`config.mk`:
```
export PLATFORM = sky130hd
export DESIGN_NAME = inst_loader
export DESIGN_NICKNAME = d
export VERILOG_FILES = /design/src/rtl/loader_pkg.sv /design/src/rtl/loader_csum.sv /design/src/rtl/inst_loader.sv
export SDC_FILE = /design/constraint.sdc
export NUM_CORES = 1
export LEC_CHECK = 0
export ABC_AREA = 1
export CAP_MARGIN = 5
export CORE_MARGIN = 8
export CORE_UTILIZATION = 50
export DETAILED_ROUTE_END_ITERATION = 6
export PLACE_DENSITY = 0.77
export SETUP_SLACK_MARGIN = 0.5
export SYNTH_ARGS = -nofsm -noshare
export SYNTH_HDL_FRONTEND = slang
export SYNTH_HIERARCHICAL = 1
export SYNTH_SLANG_ARGS = --single-unit
```
`constraint.sdc`:
```
create_clock -name Clk -period 2.6 [get_ports Clk]
set_clock_uncertainty 0.1 [all_clocks]
set_input_delay 0.52 -clock Clk [delete_from_list [all_inputs] [get_ports Clk]]
set_output_delay 0.52 -clock Clk [all_outputs]
set_load 0.02 [all_outputs]
```
`src/rtl/loader_pkg.sv`:
```
// rtl/loader_pkg.sv - shared state encoding and limits for the instruction loader
package loader_pkg;

  localparam int LOADER_MAX_WORDS = 128;

  typedef enum logic [2:0] {
    IDLE  = 3'd0,
    LEN   = 3'd1,
    HI    = 3'd2,
    LO    = 3'd3,
    WRITE = 3'd4,
    CSUM  = 3'd5,
    DONE  = 3'd6,
    ERR   = 3'd7
  } LoaderState;

endpackage

```
`src/rtl/loader_csum.sv`:
```
// rtl/loader_csum.sv - byte-wise XOR accumulator for the optional program checksum
module loader_csum (
  input  logic       clk_i,
  input  logic       rst_i,
  input  logic       clr_i,
  input  logic       acc_en_i,
  input  logic [7:0] byte_i,
  output logic [7:0] sum_o
);

  logic [7:0] sum_q;

  // Clear takes priority so a fresh load never inherits the previous sum
  always_ff @(posedge clk_i or posedge rst_i) begin
    if (rst_i) begin
      sum_q <= 8'h00;
    end else if (clr_i) begin
      sum_q <= 8'h00;
    end else if (acc_en_i) begin
      sum_q <= sum_q ^ byte_i;
    end
  end

  assign sum_o = sum_q;

endmodule

```
`src/rtl/inst_loader.sv`:
```
// rtl/inst_loader.sv - byte-stream program loader for the 128x16 instruction memory; optional trailing checksum under INST_LOADER_CHECKSUM_EN
module inst_loader
  import loader_pkg::*;
#(
  parameter int DEPTH = LOADER_MAX_WORDS,
  parameter int AW    = 7,
  parameter int DW    = 16
) (
  input  logic          Clk,
  input  logic          Reset,
  input  logic          Start,
  input  logic          In_Valid,
  input  logic [7:0]    In_Data,
  output logic          In_Ready,
  output logic          Wr_En,
  output logic [AW-1:0] Wr_Addr,
  output logic [DW-1:0] Wr_Data,
  output logic          Busy,
  output logic          Done,
  output logic          Error,
  output logic          Hold_CPU,
  output logic [7:0]    Word_Count
);

  // Largest legal length byte, widened so DEPTH=256 would still compare correctly
  localparam logic [8:0] MAX_LEN = 9'(DEPTH);

  LoaderState    state_q, state_d;
  logic [7:0]    len_q, len_d;
  logic [7:0]    hi_q, hi_d;
  logic [7:0]    lo_q, lo_d;
  logic [AW-1:0] addr_q, addr_d;
  logic [7:0]    cnt_q, cnt_d;
  logic          accepted;
  logic          start_ok;
  logic          len_legal;

  assign accepted  = In_Valid & In_Ready;
  // Start only matters when no load is running; mid-load pulses are dropped
  assign start_ok  = Start & ((state_q == IDLE) | (state_q == DONE) | (state_q == ERR));
  assign len_legal = (In_Data != 8'h00) && ({1'b0, In_Data} <= MAX_LEN);

`ifdef INST_LOADER_CHECKSUM_EN
  logic       csum_clr;
  logic       csum_acc;
  logic [7:0] csum_val;

  // Only data bytes feed the checksum; the length byte is excluded
  assign csum_clr = start_ok;
  assign csum_acc = accepted & ((state_q == HI) | (state_q == LO));

  loader_csum u_csum (
    .clk_i    (Clk),
    .rst_i    (Reset),
    .clr_i    (csum_clr),
    .acc_en_i (csum_acc),
    .byte_i   (In_Data),
    .sum_o    (csum_val)
  );
`endif

  // Next-state logic: walk length, hi/lo byte pairs, write, optional checksum
  always_comb begin
    state_d = state_q;
    len_d   = len_q;
    hi_d    = hi_q;
    lo_d    = lo_q;
    addr_d  = addr_q;
    cnt_d   = cnt_q;
    case (state_q)
      IDLE, DONE, ERR: begin
        if (start_ok) begin
          state_d = LEN;
          addr_d  = '0;
          cnt_d   = 8'h00;
        end
      end
      LEN: begin
        if (accepted) begin
          if (len_legal) begin
            len_d   = In_Data;
            state_d = HI;
          end else begin
            state_d = ERR;
          end
        end
      end
      HI: begin
        if (accepted) begin
          hi_d    = In_Data;
          state_d = LO;
        end
      end
      LO: begin
        if (accepted) begin
          lo_d    = In_Data;
          state_d = WRITE;
        end
      end
      WRITE: begin
        addr_d = addr_q + 1'b1;
        cnt_d  = cnt_q + 8'd1;
        if (cnt_d < len_q) begin
          state_d = HI;
        end else begin
`ifdef INST_LOADER_CHECKSUM_EN
          state_d = CSUM;
`else
          state_d = DONE;
`endif
        end
      end
`ifdef INST_LOADER_CHECKSUM_EN
      CSUM: begin
        if (accepted) begin
          state_d = (In_Data == csum_val) ? DONE : ERR;
        end
      end
`endif
      default: state_d = IDLE;
    endcase
  end

  // State and datapath registers; reset returns the CPU to held-in-reset
  always_ff @(posedge Clk or posedge Reset) begin
    if (Reset) begin
      state_q <= IDLE;
      len_q   <= 8'h00;
      hi_q    <= 8'h00;
      lo_q    <= 8'h00;
      addr_q  <= '0;
      cnt_q   <= 8'h00;
    end else begin
      state_q <= state_d;
      len_q   <= len_d;
      hi_q    <= hi_d;
      lo_q    <= lo_d;
      addr_q  <= addr_d;
      cnt_q   <= cnt_d;
    end
  end

  // Outputs are pure decodes of registered state, so reset drops them at once
  assign In_Ready   = (state_q == LEN) | (state_q == HI) | (state_q == LO) | (state_q == CSUM);
  assign Busy       = (state_q == LEN) | (state_q == HI) | (state_q == LO) |
                      (state_q == WRITE) | (state_q == CSUM);
  assign Wr_En      = (state_q == WRITE);
  assign Wr_Addr    = addr_q;
  assign Wr_Data    = DW'({hi_q, lo_q});
  assign Done       = (state_q == DONE);
  assign Error      = (state_q == ERR);
  assign Hold_CPU   = (state_q != DONE);
  assign Word_Count = cnt_q;

endmodule

```
After elaboration in Yosys (flattened, before gate mapping). Index checks and enable logic that the tools add are counted.

Divide/modulo/power cells: 0. Equality and inequality tests: 12. Multipliers: 0. Add/sub/neg operators: 2. Multiplexer cells: 11. Shifts and indexed selects: 0. Reduce and logical (&&, ||, !) cells: 10. Magnitude comparators: 2. Bitwise operators: 9.

Operator list (number): 2-to-1 mux 3 bit (6); case mux 8 bit (2 select lines) (1); case mux 3 bit (5 select lines) (1); case mux 7 bit (2 select lines) (1); equality test 3 bit, second input constant (4); adder 8 x 1 -> 8 bit, second input constant (1); less-or-equal comparator 8 bit, second input constant (1); less-than comparator 8 bit (1); 2-to-1 mux 8 bit (1); != test 2 bit, second input constant (4); nonzero test 8 bit (1); adder 7 x 1 -> 7 bit, second input constant (1); 2-to-1 mux 7 bit (1); bitwise OR 1 bit (7); equality test 3 x 2 -> 1 bit, second input constant (2); AND reduction 2 bit (3); AND reduction 4 bit (1); equality test 3 x 1 -> 1 bit, second input constant (1); logical NOT 3 bit (1); != test 3 bit, second input constant (1); AND reduction 3 bit (1); OR reduction 3 bit (1); AND 1 bit (2); nonzero test 2 bit (1); logical AND 1 bit (1).

Output and inout bits: 37. Bits in latches: 0. Word-level logic and storage cells: 52. Memory bits (writable): 0. Bits in registers: 42. Memories: 0. Bits of input ports: 12. Memory bits (read-only): 0.

Depth between registers and ports, before layout. Gate-level depths: netlist (run 1).

Word-level depth: 7. Depth in mapped cells: 16. Mapped depth without buffers: 16.

Worst setup path after synthesis (run 1). No wires, ideal clock.

Kind: flip-flop to flip-flop. From: reg cnt_q[0], in the netlist Word_Count[0]. To: reg state_q[2]. Arrival time: 2.026 ns. Library setup time: 0.117 ns. Data required time: 2.383 ns. Slack: 0.357 ns. Buffers on the path: 0. Cell stages (with the launch flop): 17. Cells stage by stage: dfrtp_1 > nand3_1 > nor2_1 > nand4_1 > or2_2 > nand2_1 > inv_1 > ha_1 > nand2_1 > inv_1 > nor2_1 > o21a_1 > nand2_1 > nand2_1 > nand2_1 > nand2_1 > nand2_1.

Longest elaborated chain between the ends: 4.

Ends and longest elaborated chain: start, declared (RTL line inst_loader.sv:33) `logic [7:0] cnt_q, cnt_d;`; start signal, assigned (RTL line inst_loader.sv:139) `cnt_q <= cnt_d;`; adder 8 x 1 -> 8 bit (RTL line inst_loader.sv:102) `cnt_d = cnt_q + 8'd1;`; less-than comparator 8 bit (RTL line inst_loader.sv:103) `if (cnt_d < len_q) begin`; 2-to-1 mux 3 bit (RTL line inst_loader.sv:103); case mux 3 bit (5 select lines) (RTL line inst_loader.sv:70) `case (state_q)`; end signal, assigned (RTL line inst_loader.sv:134) `state_q <= state_d;`; end, declared (RTL line inst_loader.sv:28) `LoaderState state_q, state_d;`.

No other way between the ends. A chain may end at the register's enable or synchronous reset.

Final worst setup path (run 1). Same ends and word-level chain as after synthesis.

==> flow_metrics.py, run 1 <==
metrics = {
    "run_status": {
        "outcome": "finished clean",
    },
    "clock_network": {
        "h-tree-depth": 2,
        "cts_tree": "done",
        "cts_buffers": 5,
        "clkLatencyLatePin_ps": 290,
        "clkSinkCount": 42,
        "cts_buffer_depth": 2,
        "hold_buffers": 0,
        "cts_root_buf": "clkbuf_8",
        "path_clk_slew_ps": 80,
    },
    "synth": {
        "syn_inst": 265,
        "ys_dominant_reg_cell": "dfrtp_1",
        "synth_area_um2": 2230,
        "yosys_register_bits": 42,
        "ys_top_cells_by_area": "dfrtp_1 (47%), nand2_1 (11%), inv_1 (7.9%), ha_1 (5.0%), o21ai_2 (4.3%)",
        "ys_warn_count": 6,
        "synth.largest_area_cell": "dfrtp_1",
        "syn_nets": 286,
        "yosysSeqAreaShare": 0.471,
        "synth-edff-count": 0,
        "syn_avg_cell_area_um2": 8.42,
        "netlist.area_leader.share": 0.471,
        "synth_cell_types": 28,
        "synthArstFlopShare": 1.00,
    },
    "timing": {
        "worstMarginPinSlew_ps": 642,
        "slew_headroom": 0.571,
        "finalMaxSlewViolations": 0,
        "tns_ps": 0,
        "hold_viol_final": 0,
        "period_needed_ps": 2140,
        "finalSetupViolCount": 0,
        "rsz0062_at_grt": "true",
        "min_period_over_period": 0.822,
        "fmax_mhz": 468,
    },
    "floorplan": {
        "die_h_um": 82.8,
        "core-area_um2": 4320,
        "start_util": 0.516,
        "pin_count": 49,
        "row_count": 24,
        "die_w_um": 82.8,
        "fp.dieArea_um2": 6860,
    },
    "global_routing": {
        "antenna_found_initial": 0,
        "grt_max_degree": 43,
        "grt_use_total": 0.152,
        "grt_pass1_vias": 1948,
        "grt_first_pass_wirelength_mm": 8.90,
        "overflow": 0,
    },
    "setup_path": {
        "reg2regPathDepth": 14,
        "required_ps": 2730,
        "worst-r2r-setup-slack_ps": 460,
        "reg2reg_from": "Word_Count[0]$_DFFE_PP0P_",
        "regToRegEndpoint": "state_q[2]$_DFFE_PP0P_",
        "worstPathArrival_ps": 2270,
        "crit_path_frequent_cell": "nand2_1",
        "cpLargestDelayFamily": "simple AND/OR/NAND/NOR gates",
        "cp.depth": 14,
        "cp_num_buf_inv": 2,
        "endpoint_kind": "register",
        "cpMaxStageDelayCell": "dfrtp_2",
        "critPathMaxStageDelay_ps": 440,
        "path_class": "reg2reg",
        "start_kind": "register",
        "path_cells": "ha_2 > nand2_1 > inv_1 > nand4_1 > xor2_1 > inv_1 > ha_1 > nand2_1 > o21a_1 > nand2_1 > nand2_1 > nand2_1 > nand2_1 > nand2_1",
        "crit_fanout": 3,
    },
    "detailed_routing": {
        "via_per_inst": 4.98,
        "wl_per_cell_um": 13.6,
        "drt_iter0_drc": 112,
        "firstDrtPassIters": 4,
        "drc": 0,
        "wl_mm": 5.14,
        "num_vias": 1876,
        "antenna_left": 0,
    },
    "final_layout": {
        "fillers": 380,
        "syn_to_final_growth_pct": 31.0,
        "num_antenna_cells": 0,
        "nets": 345,
        "drive_gt1_frac": 0.182,
    },
    "power_and_ir_drop": {
        "finalPower_mw": 3.00,
        "ir_drop_mv": 0.569,
        "power_density_nw_per_um2": 1030,
        "leakage_nw": 1.45,
    },
    "job": {
        "cap_viol_max_count": 0,
    },
    "min_path": {
        "hold_class": "reg2reg",
        "holdCritStartpoint": "hi_q[3]$_DFFE_PP0P_",
        "hold_path_depth": 2,
        "holdPathEnd": "hi_q[3]$_DFFE_PP0P_",
    },
    "placed_design": {
        "numPortBuffers": 48,
        "place_congestion": 0.777,
        "dp_hpwl_mm": 3.67,
    },
}
[layout by cell type, fill, tap and decap left out, types with 5 or more instances in the layout]
cell type / count
dfrtp_2: 5
ha_1: 7
buf_4: 9
a21oi_1: 6
inv_2: 5
clkdlybuf4s50_1: 41
nor2_1: 18
clkbuf_8: 5
o21ai_2: 11
o22ai_1: 5
inv_1: 47
o21ai_0: 11
dfrtp_1: 37
nand2_1: 65
o21ai_1: 14
[per-layer routing]
metal | GRT usage | part of all wire
met1 | 0.173 | 0.44
met2 | 0.270 | 0.52
met3 | 0.0469 | 0.041
met4 | 0.0304 | 0.0051
met5 | 0 | 0
[synthesized netlist by cell type, types with 3 or more instances]
cell type / count
nand3_1: 4
ha_1: 9
o21ai_2: 11
buf_6: 4
xor2_1: 3
o21ai_1: 14
inv_2: 5
o22ai_1: 5
dfrtp_1: 42
a21oi_1: 6
inv_1: 47
o21ai_0: 11
nand2_1: 65
nor2_1: 19
[logic make-up after synthesis]
family,after synthesis,synth area share
AND/OR/NAND/NOR,101,0.203
buffers and inverters,57,0.110
XOR/XNOR,3,0.0118
AO/OA/AOI/OAI,53,0.154
adder cells (fa/ha/maj),9,0.0504
flip-flops,42,0.471
[what timing repair did]
item,4_1_cts,5_1_grt
resized for setup,11,7
pin swaps,2,0
cloned,0,0
endpoints found under the setup margin,7,5
buffers inserted,5,1
[through the flow]
| step | area [um2] | hold slack [ps] | utilization | instances | worst slack [ps] |
|---|---|---|---|---|---|
| floorplan | 2250 | 390 | - | 265 | 501 |
| global placement | 2770 | 364 | 0.639 | 363 | 474 |
| detailed placement | 2770 | 376 | 0.639 | 363 | 420 |
| CTS | 2930 | 395 | 0.677 | 376 | 396 |
| global route | 2920 | 406 | 0.676 | 377 | 333 |
| finish | 2920 | 389 | 0.676 | 377 | 464 |
[worst min-delay path, delay by kind of cell (launching register included)]
family	cells	cell delay, ps
flip-flops	1	350
AND/OR/NAND/NOR	1	60
AO/OA/AOI/OAI	1	50
[area by class of cell]
type                    count  area, um2  share of cell area
multi-input cells         166        966               0.330
clock buffers               5       68.8              0.0235
well taps                  52       65.1              0.0223
flip-flops and latches     42       1060               0.362
clock inverters             3       40.0              0.0137
inverters                  52        195              0.0668
repair buffers             57        532               0.182
[power breakdown]
part / internal [mW] / switching [mW]
clock network: 0.283 / 0.224
logic: 0.607 / 0.850
registers: 0.886 / 0.149
total: 1.78 / 1.22
[state kept, by name, indices dropped and copies added, names as in the netlist]
signal / count
lo_q: 8
len_q: 8
hi_q: 8
state_q: 3
Word_Count: 8
Wr_Addr: 7
[worst max path at each step]
| stage | endpoint | startpoint |
|---|---|---|
| floorplan | state_q[2]$_DFFE_PP0P_ | Word_Count[0]$_DFFE_PP0P_ |
| global placement | Wr_En | state_q[1]$_DFFE_PP0P_ |
| detailed placement | state_q[2]$_DFFE_PP0P_ | Word_Count[0]$_DFFE_PP0P_ |
| CTS | Wr_En | state_q[1]$_DFFE_PP0P_ |
| global route | state_q[2]$_DFFE_PP0P_ | Word_Count[0]$_DFFE_PP0P_ |
| finish | state_q[2]$_DFFE_PP0P_ | Word_Count[0]$_DFFE_PP0P_ |
No activity file was read; power rests on OpenSTA's default activity.
==> run 2: changes to the inputs <==
clock period = 2 ns   (was 2.6 ns; I/O delays follow)
==> run 2 against run 1 <==
Compared with the run above: the run now ends with negative setup slack left; flip-flop and latch count is the same; sequential share of layout area shrank 6.9 points; sequential power increased by 35%; routed wire length is 47% higher; final cell count is 11% higher; total power is 62% higher; die area is the same; combinational power is 98% higher; clock power is 17% higher; fmax decreased by 3.0%; via count increased by 18%; final area up 24%; critical endpoint unchanged; largest power group unchanged.
==> flow_metrics.py, run 2 (synthesis results as in run 1) <==
metrics = {
    "power_and_ir_drop": {
        "power_density_nw_per_um2": 1350,
        "ir_drop_mv": 1.03,
        "finalPower_mw": 4.87,
        "leakage_nw": 1.86,
    },
    "final_layout": {
        "drive_gt1_frac": 0.497,
        "syn_to_final_growth_pct": 62.1,
        "layout_common_cells": "nand2_1 (44), inv_1 (41), dfrtp_1 (37)",
        "fin_cells": 420,
        "final_common_cell": "nand2_1",
        "nets": 388,
        "multi_input_area_um2": 1240,
        "fillers": 244,
        "num_antenna_cells": 0,
        "stdcell_area_um2": 3620,
        "seqCellArea_um2": 1060,
    },
    "timing": {
        "slew_headroom": 0.796,
        "tns_ps": -204,
        "finalSetupViolCount": 1,
        "fin_ws_ps": -204,
        "fmax_mhz": 454,
        "hold_viol_final": 0,
        "worstMarginPinSlew_ps": 306,
        "finalMaxSlewViolations": 0,
        "period_needed_ps": 2200,
        "min_period_over_period": 1.10,
        "rsz0062_at_grt": "true",
    },
    "global_routing": {
        "antenna_found_initial": 0,
        "grt_max_degree": 43,
        "grt_pass1_vias": 2203,
        "grtUsageMet1": 0.194,
        "overflow": 0,
        "grtUsageMet3": 0.0342,
        "grt_use_total": 0.173,
        "grt.busiest_layer": "met2",
        "grt_first_pass_wirelength_mm": 10.1,
        "use_met2": 0.310,
    },
    "clock_network": {
        "cts_buffers": 5,
        "clkSinkCount": 42,
        "cts_tree": "done",
        "clkLatencyLatePin_ps": 310,
        "cts_root_buf": "clkbuf_8",
        "path_clk_slew_ps": 80,
        "h-tree-depth": 2,
        "cts_buffer_depth": 2,
    },
    "floorplan": {
        "start_util": 0.516,
        "fp.dieArea_um2": 6860,
        "pin_count": 49,
        "die_h_um": 82.8,
        "core-area_um2": 4320,
        "die_w_um": 82.8,
        "row_count": 24,
    },
    "job": {
        "cap_viol_max_count": 0,
    },
    "run_status": {
        "outcome": "finished, violations left",
        "violations": "negative setup slack",
    },
    "detailed_routing": {
        "drc": 0,
        "wl_mm": 7.55,
        "antenna_left": 0,
        "wl_per_cell_um": 18.0,
        "firstDrtPassIters": 4,
        "via_per_inst": 5.26,
        "num_vias": 2208,
        "drt_iter0_drc": 136,
    },
    "setup_path": {
        "required_ps": 2150,
        "cpMaxStageDelayCell": "dfrtp_2",
        "path_class": "reg2reg",
        "cpLargestDelayFamily": "simple AND/OR/NAND/NOR gates",
        "crit_path_frequent_cell": "nand2_1",
        "start_kind": "register",
        "path_cells": "nand3_4 > nor2_4 > nand4_1 > or2_4 > nand2_2 > inv_2 > ha_4 > nand2_1 > o21a_1 > nand2_1 > nand2_1 > nand2_1 > nand2_1 > nand2_1",
        "worst-r2r-setup-slack_ps": -200,
        "critPathMaxStageDelay_ps": 410,
        "cp_num_buf_inv": 1,
        "crit_fanout": 3,
        "worstPathArrival_ps": 2350,
        "endpoint_kind": "register",
    },
    "placed_design": {
        "numPortBuffers": 48,
        "place_congestion": 0.811,
        "dp_slack_ps": -133,
        "dpl.cell_count": 382,
        "dpl_cell_area_um2": 2940,
        "dp_hpwl_mm": 3.77,
    },
    "min_path": {
        "hold_class": "in2reg",
    },
}
-- run 2: cell count changes in the layout (fill, tap and decap cells not counted), moves of 5 or more --
cell	before	now
nand2_2	2	12
nand2_1	65	44
buf_4	9	24
nor2_1	18	13
nand2_4	0	11
o21ai_0	11	1
buf_6	0	34
clkdlybuf4s50_1	41	3
inv_1	47	41
dlymetal6s2s_1	1	8
clkbuf_2	2	15
o21ai_2	11	20
-- run 2: what timing repair did --
| item | 4_1_cts | 5_1_grt |
|---|---|---|
| gates cloned | 2 | 1 |
| pin swaps | 14 | 30 |
| resized for setup | 179 | 90 |
| hold buffers | 0 | 0 |
| endpoints found under the setup margin | 79 | 71 |
| buffers inserted | 12 | 15 |
-- run 2: layout make-up --
type	instances	share of cell area
inverters	52	0.0588
clock inverters	2	0.00346
repair buffers	99	0.262
multi-input cells	167	0.342
clock buffers	6	0.0228
flip-flops and latches	42	0.292
well taps	52	0.0180
-- run 2: power by group --
group | internal, mW | switching, mW | leakage [nW] | total (mW)
sequential | 1.15 | 0.237 | 0.534 | 1.39
combinational | 1.31 | 1.58 | 1.28 | 2.89
clock | 0.278 | 0.314 | 0.0472 | 0.592
-- run 2: through the flow --
stage / hold WS (ps) / util
after detailed placement: 373 / 0.679
final: 286 / 0.837
after global placement: 366 / 0.679
after global routing: 309 / 0.837
after floorplan: 390 / -
after CTS: 364 / 0.766
-- run 2: per-layer routing --
layer	routed length [um]	vias to the layer above
met5	0	-
met3	376	23
met2	4100	78
met1	2830	1070
li1	-	1037
met4	239	0
-- run 2: worst register-to-register path, cell delays in order (launching register included) --
cell and delay, ps:
dfrtp_2 410, nand3_4 100, nor2_4 140, nand4_1 170, or2_4 280, nand2_2 80, inv_2 50, ha_4 260
nand2_1 70, o21a_1 190, nand2_1 80, nand2_1 50, nand2_1 50, nand2_1 40, nand2_1 60
-- run 2: final timing paths --
check | start | to | cells past startpoint
hold / removal | In_Data[6] | len_q[6]$_DFFE_PP0P_ | 3
hold reg to reg | lo_q[4]$_DFFE_PP0P_ | lo_q[4]$_DFFE_PP0P_ | 2
setup / recovery | Word_Count[1]$_DFFE_PP0P_ | state_q[2]$_DFFE_PP0P_ | 14
max in group asynchronous | Reset | Word_Count[3]$_DFFE_PP0P_ | 3
min in group asynchronous | Reset | lo_q[1]$_DFFE_PP0P_ | 3
setup reg to reg | Word_Count[1]$_DFFE_PP0P_ | state_q[2]$_DFFE_PP0P_ | 14
==> run 3: changes to the inputs <==
CORE_ASPECT_RATIO = 1.75   (was default)
SLEW_MARGIN = 5   (was default)
==> run 3 against run 2 <==
Compared with the run above: largest power group unchanged; critical endpoint unchanged; final cell count is 0.95% lower; the flow still finishes with violations (negative setup slack); non-clock buffer count shrank 3; core utilization is 0.38 points higher; largest cell class unchanged; die area rose by 1.2%; clock-buffer cell count decreased by 1.
==> flow_metrics.py, run 3 (synthesis results as in run 1) <==
metrics = {
    "floorplan": {
        "fp.dieArea_um2": 6940,
        "die_h_um": 104,
        "die_w_um": 66.5,
        "pin_count": 49,
        "row_count": 32,
        "start_util": 0.511,
        "core-area_um2": 4360,
    },
    "power_and_ir_drop": {
        "power_density_nw_per_um2": 1400,
        "p_sw_frac": 0.442,
        "power.switching_mw": 2.27,
        "ir_drop_mv": 1.31,
        "pwr-share-comb": 0.584,
        "leakage_nw": 1.86,
        "intPower_mw": 2.86,
        "pwr-share-seq": 0.278,
        "clock_power_share": 0.138,
    },
    "timing": {
        "worstMarginPinSlew_ps": 331,
        "tns_ps": -121,
        "slew_headroom": 0.778,
        "period_needed_ps": 2120,
        "holdWs_ps": 327,
        "fin_ws_ps": -121,
        "min_period_over_period": 1.06,
        "finalMaxSlewViolations": 0,
        "hold_viol_final": 0,
        "rsz0062_at_grt": "true",
        "finalSetupViolCount": 1,
        "fmax_mhz": 471,
    },
    "detailed_routing": {
        "wl_per_cell_um": 19.0,
        "antenna_left": 0,
        "firstDrtPassIters": 5,
        "via_per_inst": 5.44,
        "drt_iter0_drc": 173,
        "drc": 0,
        "num_vias": 2262,
        "wl_mm": 7.92,
    },
    "placed_design": {
        "numPortBuffers": 48,
        "dp_hpwl_mm": 3.85,
        "place_congestion": 0.777,
    },
    "global_routing": {
        "grt_max_degree": 43,
        "overflow": 0,
        "grt_first_pass_wirelength_mm": 11.0,
        "antenna_found_initial": 0,
        "grt_pass1_vias": 2398,
        "grt_use_total": 0.203,
    },
    "clock_network": {
        "cts_buffers": 5,
        "clkLatencyLatePin_ps": 310,
        "hold_buffers": 0,
        "cts_root_buf": "clkbuf_8",
        "path_clk_slew_ps": 100,
        "cts_buffer_depth": 2,
        "h-tree-depth": 2,
        "cts_tree": "done",
        "clkSinkCount": 42,
    },
    "setup_path": {
        "worstPathArrival_ps": 2220,
        "endpoint_kind": "register",
        "start_kind": "register",
        "crit_path_frequent_cell": "nand2_1",
        "crit_fanout": 3,
        "critPathMaxStageDelay_ps": 430,
        "path_class": "reg2reg",
        "required_ps": 2100,
        "path_cells": "nand3_4 > nor2_4 > nand4_1 > or2_4 > nand2_4 > inv_2 > ha_4 > nand2_2 > inv_2 > nor2_2 > o21a_1 > nand2_1 > nand2_1 > nand2_1 > nand2_1 > nand2_1",
        "cpMaxStageDelayCell": "dfrtp_2",
    },
    "final_layout": {
        "syn_to_final_growth_pct": 64.3,
        "fillers": 225,
        "drive_gt1_frac": 0.512,
        "multi_input_area_um2": 1290,
        "layout_common_cells": "inv_1 (41), nand2_1 (39), dfrtp_1 (38)",
        "seqCellArea_um2": 1060,
        "nets": 385,
        "num_antenna_cells": 0,
        "final_common_cell": "inv_1",
    },
    "run_status": {
        "violations": "negative setup slack",
        "outcome": "finished, violations left",
    },
    "min_path": {
        "hold_class": "in2async",
    },
    "job": {
        "cap_viol_max_count": 0,
    },
}
## run 3: cell count changes in the layout (fill, tap and decap cells not counted), moves of 3 or more
cell and delta:
buf_4 -5, clkdlybuf4s15_1 -3, clkdlybuf4s50_1 +5, dlymetal6s2s_1 -7, nand2_1 -5, nand2_4 +7
## run 3: final cells by class
cell class / count / area share
clock buffer: 5 / 0.0188
clock inverter: 3 / 0.0123
inverter: 52 / 0.0566
multi-input combinational: 167 / 0.352
sequential: 42 / 0.288
tap: 51 / 0.0174
timing repair buffer: 96 / 0.255
## run 3: through the flow
step                      worst slack (ps)   util  area [um2]  power [mW]  std cells
after floorplan                      -92.3      -        2250        2.55        265
after global placement               -77.9  0.671        2930        3.32        380
after detailed placement              -189  0.671        2930        3.37        380
after CTS                             -108  0.794        3460        4.58        406
after global routing                  -212  0.840        3670        5.38        416
final                                 -121  0.840        3670        5.12        416
## run 3: layer usage
metal	up-vias	track usage	part of all wire
met1	1109	0.188	0.35
met2	88	0.366	0.55
met3	33	0.0529	0.049
met5	-	0	0
met4	0	0.129	0.049
li1	1032	-	-
## run 3: timing repair
| action | in CTS | in global routing |
|---|---|---|
| gates resized for setup | 200 | 83 |
| setup endpoints to repair | 71 | 74 |
| pin swaps | 20 | 24 |
| gates cloned | 1 | 2 |
| endpoints found under the hold margin | 0 | 0 |
| buffers inserted | 17 | 8 |
## run 3: final timing paths
check / start / end / cells past startpoint / slack (ps)
max in group asynchronous: Reset / Word_Count[2]$_DFFE_PP0P_ / 3 / 1220
setup / recovery: Word_Count[1]$_DFFE_PP0P_ / state_q[2]$_DFFE_PP0P_ / 16 / -120
min in group Clk: In_Data[5] / len_q[5]$_DFFE_PP0P_ / 3 / 330
hold reg to reg: hi_q[1]$_DFFE_PP0P_ / hi_q[1]$_DFFE_PP0P_ / 2 / 420
setup reg to reg: Word_Count[1]$_DFFE_PP0P_ / state_q[2]$_DFFE_PP0P_ / 16 / -120
hold / removal: Reset / state_q[1]$_DFFE_PP0P_ / 3 / 330
## run 3: critical path, delay by kind of cell, from the launching register on
family	cells	cell delay [ps]
simple gates	12	1060
flops	1	430
fa+ha+maj	1	210
compound gates	1	130
buf+inv	2	70
## run 3: power groups by stage
stage                     sequential, mW  combinational [mW]  clock, mW
final                               1.43                2.99      0.706
after global routing                1.46                3.18      0.742
after CTS                           1.36                2.52      0.694
after detailed placement            1.34                2.03          0
after global placement              1.33                1.99          0
after floorplan                     1.58               0.969          0
